<file path="config.mk">
export PLATFORM = sky130hd
export DESIGN_NAME = cond_exec_unit
export DESIGN_NICKNAME = d
export VERILOG_FILES = /design/src/rtl/cond_exec_unit.sv
export SDC_FILE = /design/constraint.sdc
export NUM_CORES = 1
export LEC_CHECK = 0
export BUFFER_PORTS_ARGS = -buffer_cell sky130_fd_sc_hd__buf_4
export CAP_MARGIN = 15
export CELL_PAD_IN_SITES_DETAIL_PLACEMENT = 1
export CELL_PAD_IN_SITES_GLOBAL_PLACEMENT = 1
export CORE_MARGIN = 2
export CORE_UTILIZATION = 39
export CTS_CLUSTER_DIAMETER = 40
export DETAILED_ROUTE_END_ITERATION = 10
export PLACE_DENSITY_LB_ADDON = 0.05
export SETUP_SLACK_MARGIN = 0.02
export SYNTH_ARGS = -nofsm -noshare
export SYNTH_HDL_FRONTEND = slang
export SYNTH_SLANG_ARGS = --single-unit
</file>
<file path="constraint.sdc">
create_clock -name clk -period 2.9 [get_ports clk]
set_clock_uncertainty 0.2 [all_clocks]
set_input_delay 0.58 -clock clk [delete_from_list [all_inputs] [get_ports clk]]
set_output_delay 0.58 -clock clk [all_outputs]
set_load 0.02 [all_outputs]
</file>
<file path="src/rtl/cond_exec_unit.sv">
// rtl/cond_exec_unit.sv - condition evaluation, NZCV register and gated write enables
module cond_exec_unit #(
  parameter int CNT_W = 16
) (
  input  logic             clk,
  input  logic             rst_n,
  input  logic             valid,
  input  logic [3:0]       cond,
  input  logic [3:0]       alu_flags,
  input  logic [1:0]       flag_w,
  input  logic             pcs,
  input  logic             reg_w,
  input  logic             mem_w,
  input  logic             no_write,
  input  logic             stall,
  input  logic             flush,
  output logic             valid_o,
  output logic             cond_ex,
  output logic             pc_src,
  output logic             reg_write,
  output logic             mem_write,
  output logic [3:0]       flags,
  output logic [CNT_W-1:0] exec_cnt,
  output logic [CNT_W-1:0] skip_cnt
);

  logic [3:0]       flags_q, flags_d;
  logic             valid_q, valid_d;
  logic             cond_ex_q, cond_ex_d;
  logic             pc_src_q, pc_src_d;
  logic             reg_write_q, reg_write_d;
  logic             mem_write_q, mem_write_d;
  logic [CNT_W-1:0] exec_cnt_q, exec_cnt_d;
  logic [CNT_W-1:0] skip_cnt_q, skip_cnt_d;

  logic flag_n, flag_z, flag_c, flag_v;
  logic ce;

  assign flag_n = flags_q[3];
  assign flag_z = flags_q[2];
  assign flag_c = flags_q[1];
  assign flag_v = flags_q[0];

  // Evaluate the condition field against the architectural flags only, so an
  // instruction never observes its own ALU status.
  always_comb begin
    ce = 1'b0;
    unique case (cond)
      4'h0: ce = flag_z;
      4'h1: ce = !flag_z;
      4'h2: ce = flag_c;
      4'h3: ce = !flag_c;
      4'h4: ce = flag_n;
      4'h5: ce = !flag_n;
      4'h6: ce = flag_v;
      4'h7: ce = !flag_v;
      4'h8: ce = flag_c && !flag_z;
      4'h9: ce = !flag_c || flag_z;
      4'hA: ce = (flag_n == flag_v);
      4'hB: ce = (flag_n != flag_v);
      4'hC: ce = !flag_z && (flag_n == flag_v);
      4'hD: ce = flag_z || (flag_n != flag_v);
      4'hE: ce = 1'b1;
      4'hF: ce = 1'b0;
      default: ce = 1'b0;
    endcase
  end

  // Next-state: flush beats stall beats valid; an idle cycle drains the output stage.
  always_comb begin
    flags_d     = flags_q;
    valid_d     = valid_q;
    cond_ex_d   = cond_ex_q;
    pc_src_d    = pc_src_q;
    reg_write_d = reg_write_q;
    mem_write_d = mem_write_q;
    exec_cnt_d  = exec_cnt_q;
    skip_cnt_d  = skip_cnt_q;
    if (flush || (!stall && !valid)) begin
      valid_d     = 1'b0;
      cond_ex_d   = 1'b0;
      pc_src_d    = 1'b0;
      reg_write_d = 1'b0;
      mem_write_d = 1'b0;
    end else if (!stall) begin
      valid_d     = 1'b1;
      cond_ex_d   = ce;
      pc_src_d    = pcs && ce;
      reg_write_d = reg_w && !no_write && ce;
      mem_write_d = mem_w && ce;
      if (ce) begin
        if (flag_w[1]) flags_d[3:2] = alu_flags[3:2];
        if (flag_w[0]) flags_d[1:0] = alu_flags[1:0];
        if (exec_cnt_q != '1) exec_cnt_d = exec_cnt_q + 1'b1;
      end else begin
        if (skip_cnt_q != '1) skip_cnt_d = skip_cnt_q + 1'b1;
      end
    end
  end

  // State register with synchronous active-low reset taking priority over stall.
  always_ff @(posedge clk) begin
    if (!rst_n) begin
      flags_q     <= 4'b0000;
      valid_q     <= 1'b0;
      cond_ex_q   <= 1'b0;
      pc_src_q    <= 1'b0;
      reg_write_q <= 1'b0;
      mem_write_q <= 1'b0;
      exec_cnt_q  <= '0;
      skip_cnt_q  <= '0;
    end else begin
      flags_q     <= flags_d;
      valid_q     <= valid_d;
      cond_ex_q   <= cond_ex_d;
      pc_src_q    <= pc_src_d;
      reg_write_q <= reg_write_d;
      mem_write_q <= mem_write_d;
      exec_cnt_q  <= exec_cnt_d;
      skip_cnt_q  <= skip_cnt_d;
    end
  end

  assign valid_o   = valid_q;
  assign cond_ex   = cond_ex_q;
  assign pc_src    = pc_src_q;
  assign reg_write = reg_write_q;
  assign mem_write = mem_write_q;
  assign flags     = flags_q;
  assign exec_cnt  = exec_cnt_q;
  assign skip_cnt  = skip_cnt_q;

endmodule

</file>
==> results of run 1 <==
[critical path, delay by kind of cell]
kind / cells / cell delay [ns]
simple gates: 1 / 0.50
mux: 2 / 0.70
buf+inv: 2 / 0.34
compound gates: 2 / 0.40
[flip-flops by register name, indices dropped and copies added, names as in the netlist]
| register | flops |
|---|---|
| pc_src | 1 |
| valid_o | 1 |
| mem_write | 1 |
| flags | 4 |
| exec_cnt | 16 |
| cond_ex | 1 |
| skip_cnt | 16 |
| reg_write | 1 |
[power by group through the flow]
| stage | registers [uW] | logic [uW] | clock network, uW |
|---|---|---|---|
| floorplan | 588 | 69.3 | 0 |
| global placement | 584 | 117 | 0 |
| detailed placement | 584 | 120 | 0 |
| CTS | 571 | 121 | 381 |
| global route | 571 | 133 | 401 |
| finish | 571 | 120 | 367 |
[worst max-delay path by stage]
stage,endpoint,slack (ns),depth (start not counted)
2_1_floorplan,skip_cnt[8],0.37,8
3_3_place_gp,skip_cnt[13],0.15,7
3_5_place_dp,skip_cnt[6],0.08,7
4_1_cts,skip_cnt[12],0.38,7
5_1_grt,skip_cnt[13],0.29,7
6_report,skip_cnt[12],0.39,7
[kinds of logic (layout without fill, tap and decap cells)]
family	count (synthesis)	after routing	synth area share
simple gates	131	131	0.3219
compound gates	49	49	0.1487
flops	41	41	0.3561
mux	23	23	0.1069
buf+inv	22	80	0.04397
xor+xnor	3	3	0.01140
fa+ha+maj	2	2	0.01086
[metrics by stage]
stage | cells | instance area (sq um)
after global routing | 401 | 2919
after global placement | 393 | 2836
final | 401 | 2919
after CTS | 401 | 2919
after detailed placement | 393 | 2836
after floorplan | 271 | 2305
[layer usage]
| layer | up-vias | routed length [um] | GRT usage |
|---|---|---|---|
| li1 | 1131 | - | - |
| met1 | 1117 | 2903 | 0.2545 |
| met2 | 44 | 2890 | 0.3215 |
| met3 | 5 | 248 | 0.03111 |
| met4 | 0 | 58 | 0.05085 |
| met5 | - | 0 | 0 |
[cell usage after synthesis (2+ instances only)]
| master | instances |
|---|---|
| dfxtp_1 | 41 |
| nand2_1 | 35 |
| mux2i_1 | 21 |
| a21oi_1 | 18 |
| nand3_1 | 16 |
| nand2b_1 | 15 |
| o31ai_1 | 13 |
| or4_1 | 13 |
| nor2_1 | 11 |
| clkbuf_1 | 10 |
| nand4_1 | 8 |
| inv_1 | 6 |
| nor3_1 | 5 |
| and4_1 | 4 |
| nor3b_1 | 4 |
| o311ai_0 | 4 |
| o41ai_1 | 4 |
| and3_1 | 3 |
| nand3b_1 | 3 |
| o21ai_0 | 3 |
| or3_1 | 3 |
| xnor2_1 | 3 |
| buf_2 | 2 |
| buf_4 | 2 |
| ha_1 | 2 |
| nand4b_1 | 2 |
| nor4_1 | 2 |
[area by class of cell]
class / count / area, sq um
sequential: 41 / 820.8
tap: 72 / 90.09
timing repair buffer: 66 / 520.5
fill: 711 / 2689
clock inverter: 2 / 10.01
clock buffer: 6 / 72.57
inverter: 6 / 22.52
multi-input combinational: 208 / 1383
==> results.py, run 1 <==
metrics = {
    "run_status": {
        "status": "complete, no violations",
    },
    "place": {
        "place_ws_ns": 0.08103,
        "io_buffer_count": 59,
        "dpl.hpwl_um": 4400,
        "gp_congestion": 0.7297,
    },
    "pwr": {
        "clkPwrFrac": 0.347,
        "power_frac_comb": 0.113,
        "power_density_mw_per_mm2": 362.1,
        "p_sw_uw": 271.8,
        "swShare": 0.2571,
        "p_int_uw": 785.2,
        "seqPwrFrac": 0.540,
        "leakagePower_uw": 0.001079,
        "power_uw": 1057,
        "irDropWorstVdd_uv": 196.6,
    },
    "timing": {
        "slew_headroom": 0.6425,
        "tightest_slew_ns": 0.5357,
        "tns_ns": 0,
        "finalSetupViolations": 0,
        "fin_crit_ns": 2.513,
        "finalMaxSlewViolations": 0,
        "hold_ws_ns": 0.2563,
        "hold_viol_final": 0,
        "fmax_ghz": 0.3980,
        "rsz0062_at_grt": "false",
        "fin_crit_sh": 0.8664,
        "setup_slack_ns": 0.3874,
    },
    "route": {
        "ant_nets": 0,
        "viasPerCell": 5.728,
        "drt-pass1-iter-count": 4,
        "routed_wl_um": 6101,
        "vias": 2297,
        "avgRoutedWirePerCell_um": 15.21,
        "dr.first_iter.drc_count": 74,
        "drc": 0,
    },
    "logic_synthesis": {
        "synth_seq_cells": 41,
        "yosys_most_used_dff": "dfxtp_1",
        "syn_nets": 292,
        "synthArstFlopShare": 0,
        "post_synth_inst_count": 271,
        "synth_top_area_frac": 0.3561,
        "syn-mean-instance-area_sq_um": 8.504,
        "ys_warn_count": 0,
        "synth_edf_count": 0,
        "synth_top_area_cell": "dfxtp_1",
        "ys_seq_area_frac": 0.3561,
        "netlist_area_sq_mm": 0.002305,
        "ys_types": 45,
        "netlist_top_cells_area": "dfxtp_1, mux2i_1, nand2_1",
    },
    "floorplanning": {
        "initial_core_util": 0.4110,
        "pin_count": 60,
        "core_area_sq_mm": 0.005608,
        "die_y_um": 80.88,
        "rows": 27,
        "die_w_um": 80.88,
        "die-area_sq_mm": 0.006541,
    },
    "cells_and_area": {
        "drive_above_1_share": 0.2462,
        "final_common_cell": "buf_4",
        "final_nets": 349,
        "layout_common_cells": "buf_4, dfxtp_1, nand2_1",
        "diodes": 0,
        "fin_util": 0.5205,
        "syn2layout_area_growth_pct": 26.66,
    },
    "clock_network": {
        "root_buffer": "clkbuf_8",
        "cts_tree": "done",
        "post_cts_buffers": 0,
        "clock_latency_ns": 0.29,
        "cts_sinks": 41,
        "clk_pin_slew_ns": 0.08,
        "hold_buffers": 0,
        "postCtsResizedCells": 0,
        "cts_buffers": 5,
        "clk_path_buf_depth": 2,
        "htreeDepth": 2,
    },
    "global_route": {
        "overflow": 0,
        "first_global_vias": 2171,
        "grtUsageTotal": 0.1912,
        "grt_pass1_wl_um": 10010,
        "grt_max_degree": 44,
        "antenna_found_initial": 0,
    },
    "worst_hold_path": {
        "hold_start": "valid_o",
        "whs_endpoint": "valid_o",
        "whs_path_depth": 2,
        "min_path_type": "register to register",
    },
    "worst_setup_path": {
        "path_class": "primary input to register",
        "cp.required_ns": 2.92,
        "cp.arrival_ns": 2.53,
        "slowest_stage": "mux4_2",
        "rr_worst_depth": 6,
        "crit_fanout": 31,
        "reg2reg_from": "flags[0]",
        "start_kind": "primary input",
        "timing.rr.end": "skip_cnt[12]",
        "startpoint": "cond[2]",
        "worst-r2r-setup-slack_ns": 0.46,
        "critPathCaptureType": "register",
        "cpPeakStageDelay_ns": 0.52,
        "path_cells": "buf_4 > mux4_2 > mux2i_2 > o211a_1 > buf_12 > or4_1 > a21oi_1",
    },
    "flow_run": {
        "drv_cap": 0,
    },
}
(Power assumes the default switching activity.)
==> run 2: changes to the inputs <==
MAX_ROUTING_LAYER = met4   (was not set)
==> run 2 against run 1 <==
Against the previous run: fmax barely moved; global-route usage rose by 0.55 points; sequential cell count did not move; register-to-register slack barely moved; cell count did not move; wire length did not move; clock-buffer cell count did not move; largest power group unchanged.
==> results.py, run 2 (synthesis results as in run 1) <==
metrics = {
    "run_status": {
        "status": "complete, no violations",
    },
    "floorplanning": {
        "die_w_um": 80.88,
        "core_area_sq_mm": 0.005608,
        "initial_core_util": 0.4110,
        "rows": 27,
        "die_y_um": 80.88,
        "die-area_sq_mm": 0.006541,
        "pin_count": 60,
    },
    "timing": {
        "finalMaxSlewViolations": 0,
        "fmax_ghz": 0.3980,
        "hold_viol_final": 0,
        "rsz0062_at_grt": "false",
        "fin_crit_sh": 0.8664,
        "fin_crit_ns": 2.513,
        "finalSetupViolations": 0,
        "slew_headroom": 0.6425,
        "tightest_slew_ns": 0.5356,
        "tns_ns": 0,
    },
    "clock_network": {
        "root_buffer": "clkbuf_8",
        "cts_sinks": 41,
        "cts_buffers": 5,
        "clock_latency_ns": 0.29,
        "htreeDepth": 2,
        "clk_pin_slew_ns": 0.08,
        "postCtsResizedCells": 0,
        "post_cts_buffers": 0,
        "hold_buffers": 0,
        "cts_tree": "done",
        "clk_path_buf_depth": 2,
    },
    "place": {
        "dp.cells": 393,
        "gp_congestion": 0.7385,
        "io_buffer_count": 59,
        "dpl.hpwl_um": 4400,
    },
    "route": {
        "drt-pass1-iter-count": 4,
        "vias": 2295,
        "viasPerCell": 5.723,
        "avgRoutedWirePerCell_um": 15.21,
        "dr.first_iter.drc_count": 80,
        "ant_nets": 0,
        "drc": 0,
        "routed_wl_um": 6101,
    },
    "global_route": {
        "grt_pass1_wl_um": 10010,
        "grtUsageTotal": 0.1967,
        "antenna_found_initial": 0,
        "overflow": 0,
        "first_global_vias": 2171,
        "grt_max_degree": 44,
    },
    "worst_setup_path": {
        "cp.arrival_ns": 2.53,
        "crit_fanout": 31,
        "start_kind": "primary input",
        "critPathCaptureType": "register",
        "path_class": "primary input to register",
        "reg2reg_from": "flags[0]",
        "startpoint": "cond[2]",
        "cp.required_ns": 2.92,
    },
    "cells_and_area": {
        "layout_common_cells": "buf_4, dfxtp_1, nand2_1",
        "final_nets": 349,
        "diodes": 0,
        "final_common_cell": "buf_4",
        "instances_no_fill": 401,
        "syn2layout_area_growth_pct": 26.66,
        "drive_above_1_share": 0.2462,
    },
    "pwr": {
        "power_density_mw_per_mm2": 362.1,
        "leakagePower_uw": 0.001079,
        "irDropWorstVdd_uv": 196.6,
    },
    "worst_hold_path": {
        "min_path_type": "register to register",
        "hold_start": "valid_o",
    },
    "flow_run": {
        "drv_cap": 0,
    },
}
run 2: final timing paths:
| path | end | slack [ns] | depth (start not counted) |
|---|---|---|---|
| worst max-delay path | skip_cnt[12] | 0.39 | 7 |
| worst min-delay path | valid_o | 0.26 | 2 |
| worst max register to register | skip_cnt[12] | 0.46 | 6 |
| worst min register to register | valid_o | 0.26 | 2 |
run 2: area by class of cell:
| type | count | area (sq um) |
|---|---|---|
| repair buffers | 66 | 520.5 |
| clock buffers | 6 | 72.57 |
| clock inverters | 2 | 10.01 |
| flip-flops and latches | 41 | 820.8 |
| well taps | 72 | 90.09 |
| fillers | 711 | 2689 |
| multi-input cells | 208 | 1383 |
| inverters | 6 | 22.52 |
run 2: power breakdown:
part	switching (uW)	total, uW	internal, uW
combinational	68.3	120	51.7
clock	199	367	167
sequential	4.10	571	566
run 2: critical path: stages:
cell and delay [ns]:
buf_4 0.12, mux4_2 0.52, mux2i_2 0.18, o211a_1 0.25, buf_12 0.22, or4_1 0.50, a21oi_1 0.15
run 2: layer usage:
metal | wire length, um | GRT usage | vias to the layer above
met5 | 0 | - | -
met4 | 58 | 0.05085 | 0
met3 | 248 | 0.03111 | 5
met2 | 2889 | 0.3215 | 44
met1 | 2904 | 0.2545 | 1115
li1 | - | - | 1131
run 2: per-stage QoR:
step	utilization	area (sq um)	hold slack (ns)	power (uW)	setup WS, ns
floorplan	-	2305	0.3264	657.2	0.3700
global placement	0.5058	2836	0.2424	701.1	0.1516
detailed placement	0.5058	2836	0.2498	703.9	0.08103
CTS	0.5205	2919	0.2619	1073	0.3836
global route	0.5205	2919	0.2892	1105	0.2918
finish	0.5205	2919	0.2563	1057	0.3874
==> run 3: changes to the inputs <==
CORE_UTILIZATION = 35   (was 39)
clock period = 2.1 ns   (was 2.9 ns; I/O delays follow)
==> run 3 against run 2 <==
Against the previous run: the run now ends with setup timing left; clock power increased by 47%; combinational power is 130% higher; critical path type is now register to register; via count increased by 7.9%; sequential power up 38%; cell count grew 11%; clock-buffer cell count increased by 1; sequential cell count unchanged.
==> results.py, run 3 (synthesis results as in run 1) <==
metrics = {
    "run_status": {
        "status": "finished with violations",
        "violations": "setup timing",
    },
    "route": {
        "vias": 2476,
        "dr.first_iter.drc_count": 87,
        "routed_wl_um": 7238,
        "avgRoutedWirePerCell_um": 16.19,
        "drt-pass1-iter-count": 4,
        "ant_nets": 0,
        "drc": 0,
        "viasPerCell": 5.539,
    },
    "cells_and_area": {
        "syn2layout_area_growth_pct": 53.47,
        "fin_area_sq_mm": 0.003537,
        "final_nets": 391,
        "drive_above_1_share": 0.4135,
        "diodes": 0,
        "layout_common_cells": "buf_4, dfxtp_1, nand2_1",
        "fillers": 756,
        "instances_no_fill": 447,
        "final_common_cell": "buf_4",
    },
    "clock_network": {
        "cts_buffers": 5,
        "clk_path_buf_depth": 2,
        "htreeDepth": 2,
        "clk_pin_slew_ns": 0.08,
        "cts_sinks": 41,
        "root_buffer": "clkbuf_8",
        "cts_tree": "done",
        "clock_latency_ns": 0.30,
    },
    "timing": {
        "slew_headroom": 0.7244,
        "rsz0062_at_grt": "true",
        "hold_viol_final": 0,
        "fmax_ghz": 0.4516,
        "finalSetupViolations": 22,
        "finalMaxSlewViolations": 0,
        "tns_ns": -1.018,
        "fin_crit_ns": 2.214,
        "tightest_slew_ns": 0.4111,
        "setup_slack_ns": -0.1142,
        "fin_crit_sh": 1.054,
    },
    "worst_hold_path": {
        "min_path_type": "primary input to register",
    },
    "pwr": {
        "leakagePower_uw": 0.001364,
        "power_density_mw_per_mm2": 453.2,
        "power_uw": 1603,
        "irDropWorstVdd_uv": 270.8,
    },
    "worst_setup_path": {
        "path_class": "register to register",
        "critPathCaptureType": "register",
        "cp.required_ns": 2.13,
        "cp.arrival_ns": 2.24,
        "crit_fanout": 9,
        "start_kind": "register",
    },
    "global_route": {
        "grt_pass1_wl_um": 11320,
        "antenna_found_initial": 0,
        "grt_max_degree": 27,
        "grtUsageTotal": 0.1947,
        "overflow": 0,
        "first_global_vias": 2369,
    },
    "floorplanning": {
        "initial_core_util": 0.3630,
        "die_w_um": 85.15,
        "rows": 29,
        "die-area_sq_mm": 0.007250,
        "pin_count": 60,
        "die_y_um": 85.15,
        "core_area_sq_mm": 0.006350,
    },
    "place": {
        "gp_congestion": 0.7740,
        "post_dp_cell_area_sq_mm": 0.003124,
        "dpl.hpwl_um": 4959,
        "dp.cells": 433,
        "place_ws_ns": -0.3866,
        "io_buffer_count": 59,
    },
    "flow_run": {
        "drv_cap": 0,
    },
}
## run 3: cell count changes in the layout (fill, tap and decap cells not counted), sizes merged
cell    previous run  this run
clkbuf             6         9
buf               66       106
clkinv             2         0
## run 3: final cells by class
type                    count  area (sq um)  share of cell area
multi-input cells         208          1614              0.4563
repair buffers            108         892.1              0.2522
flip-flops and latches     41         825.8              0.2335
well taps                  77         96.34             0.02724
clock buffers               7         86.33             0.02441
inverters                   6         22.52            0.006367
## run 3: path summary, 6_finish.rpt
kind,from,endpoint,slack (ns),depth (start not counted)
worst max-delay path,flags[1],skip_cnt[10],-0.11,6
worst min-delay path,alu_flags[1],flags[1],0.17,3
worst max register to register,flags[1],skip_cnt[10],-0.11,6
worst min register to register,valid_o,valid_o,0.26,2
## run 3: report_power, final
| part | switching (uW) | internal [uW] |
|---|---|---|
| sequential | 3.93 | 782 |
| combinational | 134 | 142 |
| clock | 280 | 261 |
| total | 418 | 1190 |
## run 3: worst max-delay path, stage by stage, from the launching register on
cell,delay (ns)
dfxtp_2,0.34
mux4_2,0.47
mux2i_2,0.18
o211a_4,0.21
buf_12,0.15
or4_1,0.46
a21oi_1,0.13
## run 3: stage by stage
step                        util  hold WS [ns]
after floorplan                -        0.3264
after global placement    0.4920        0.2429
after detailed placement  0.4920        0.2533
after CTS                 0.5141        0.1766
after global routing      0.5570        0.1838
final                     0.5570        0.1728
## run 3: timing repair
action / in CTS / in global routing
endpoints found under the setup margin: 37 / 38
pin swaps: 0 / 5
gates resized for setup: 9 / 37
buffers inserted: 1 / 3
gates cloned: 0 / 3
hold buffers: 0 / 0
## run 3: per-layer routing
metal  routed length, um  GRT usage  share of wire  vias up
li1                    -          -              -     1213
met1                3413     0.2567           0.47     1203
met2                3455     0.3182           0.48       56
met3                 313    0.03307          0.043        4
met4                  55    0.03463         0.0076        0
met5                   0          -              0        -
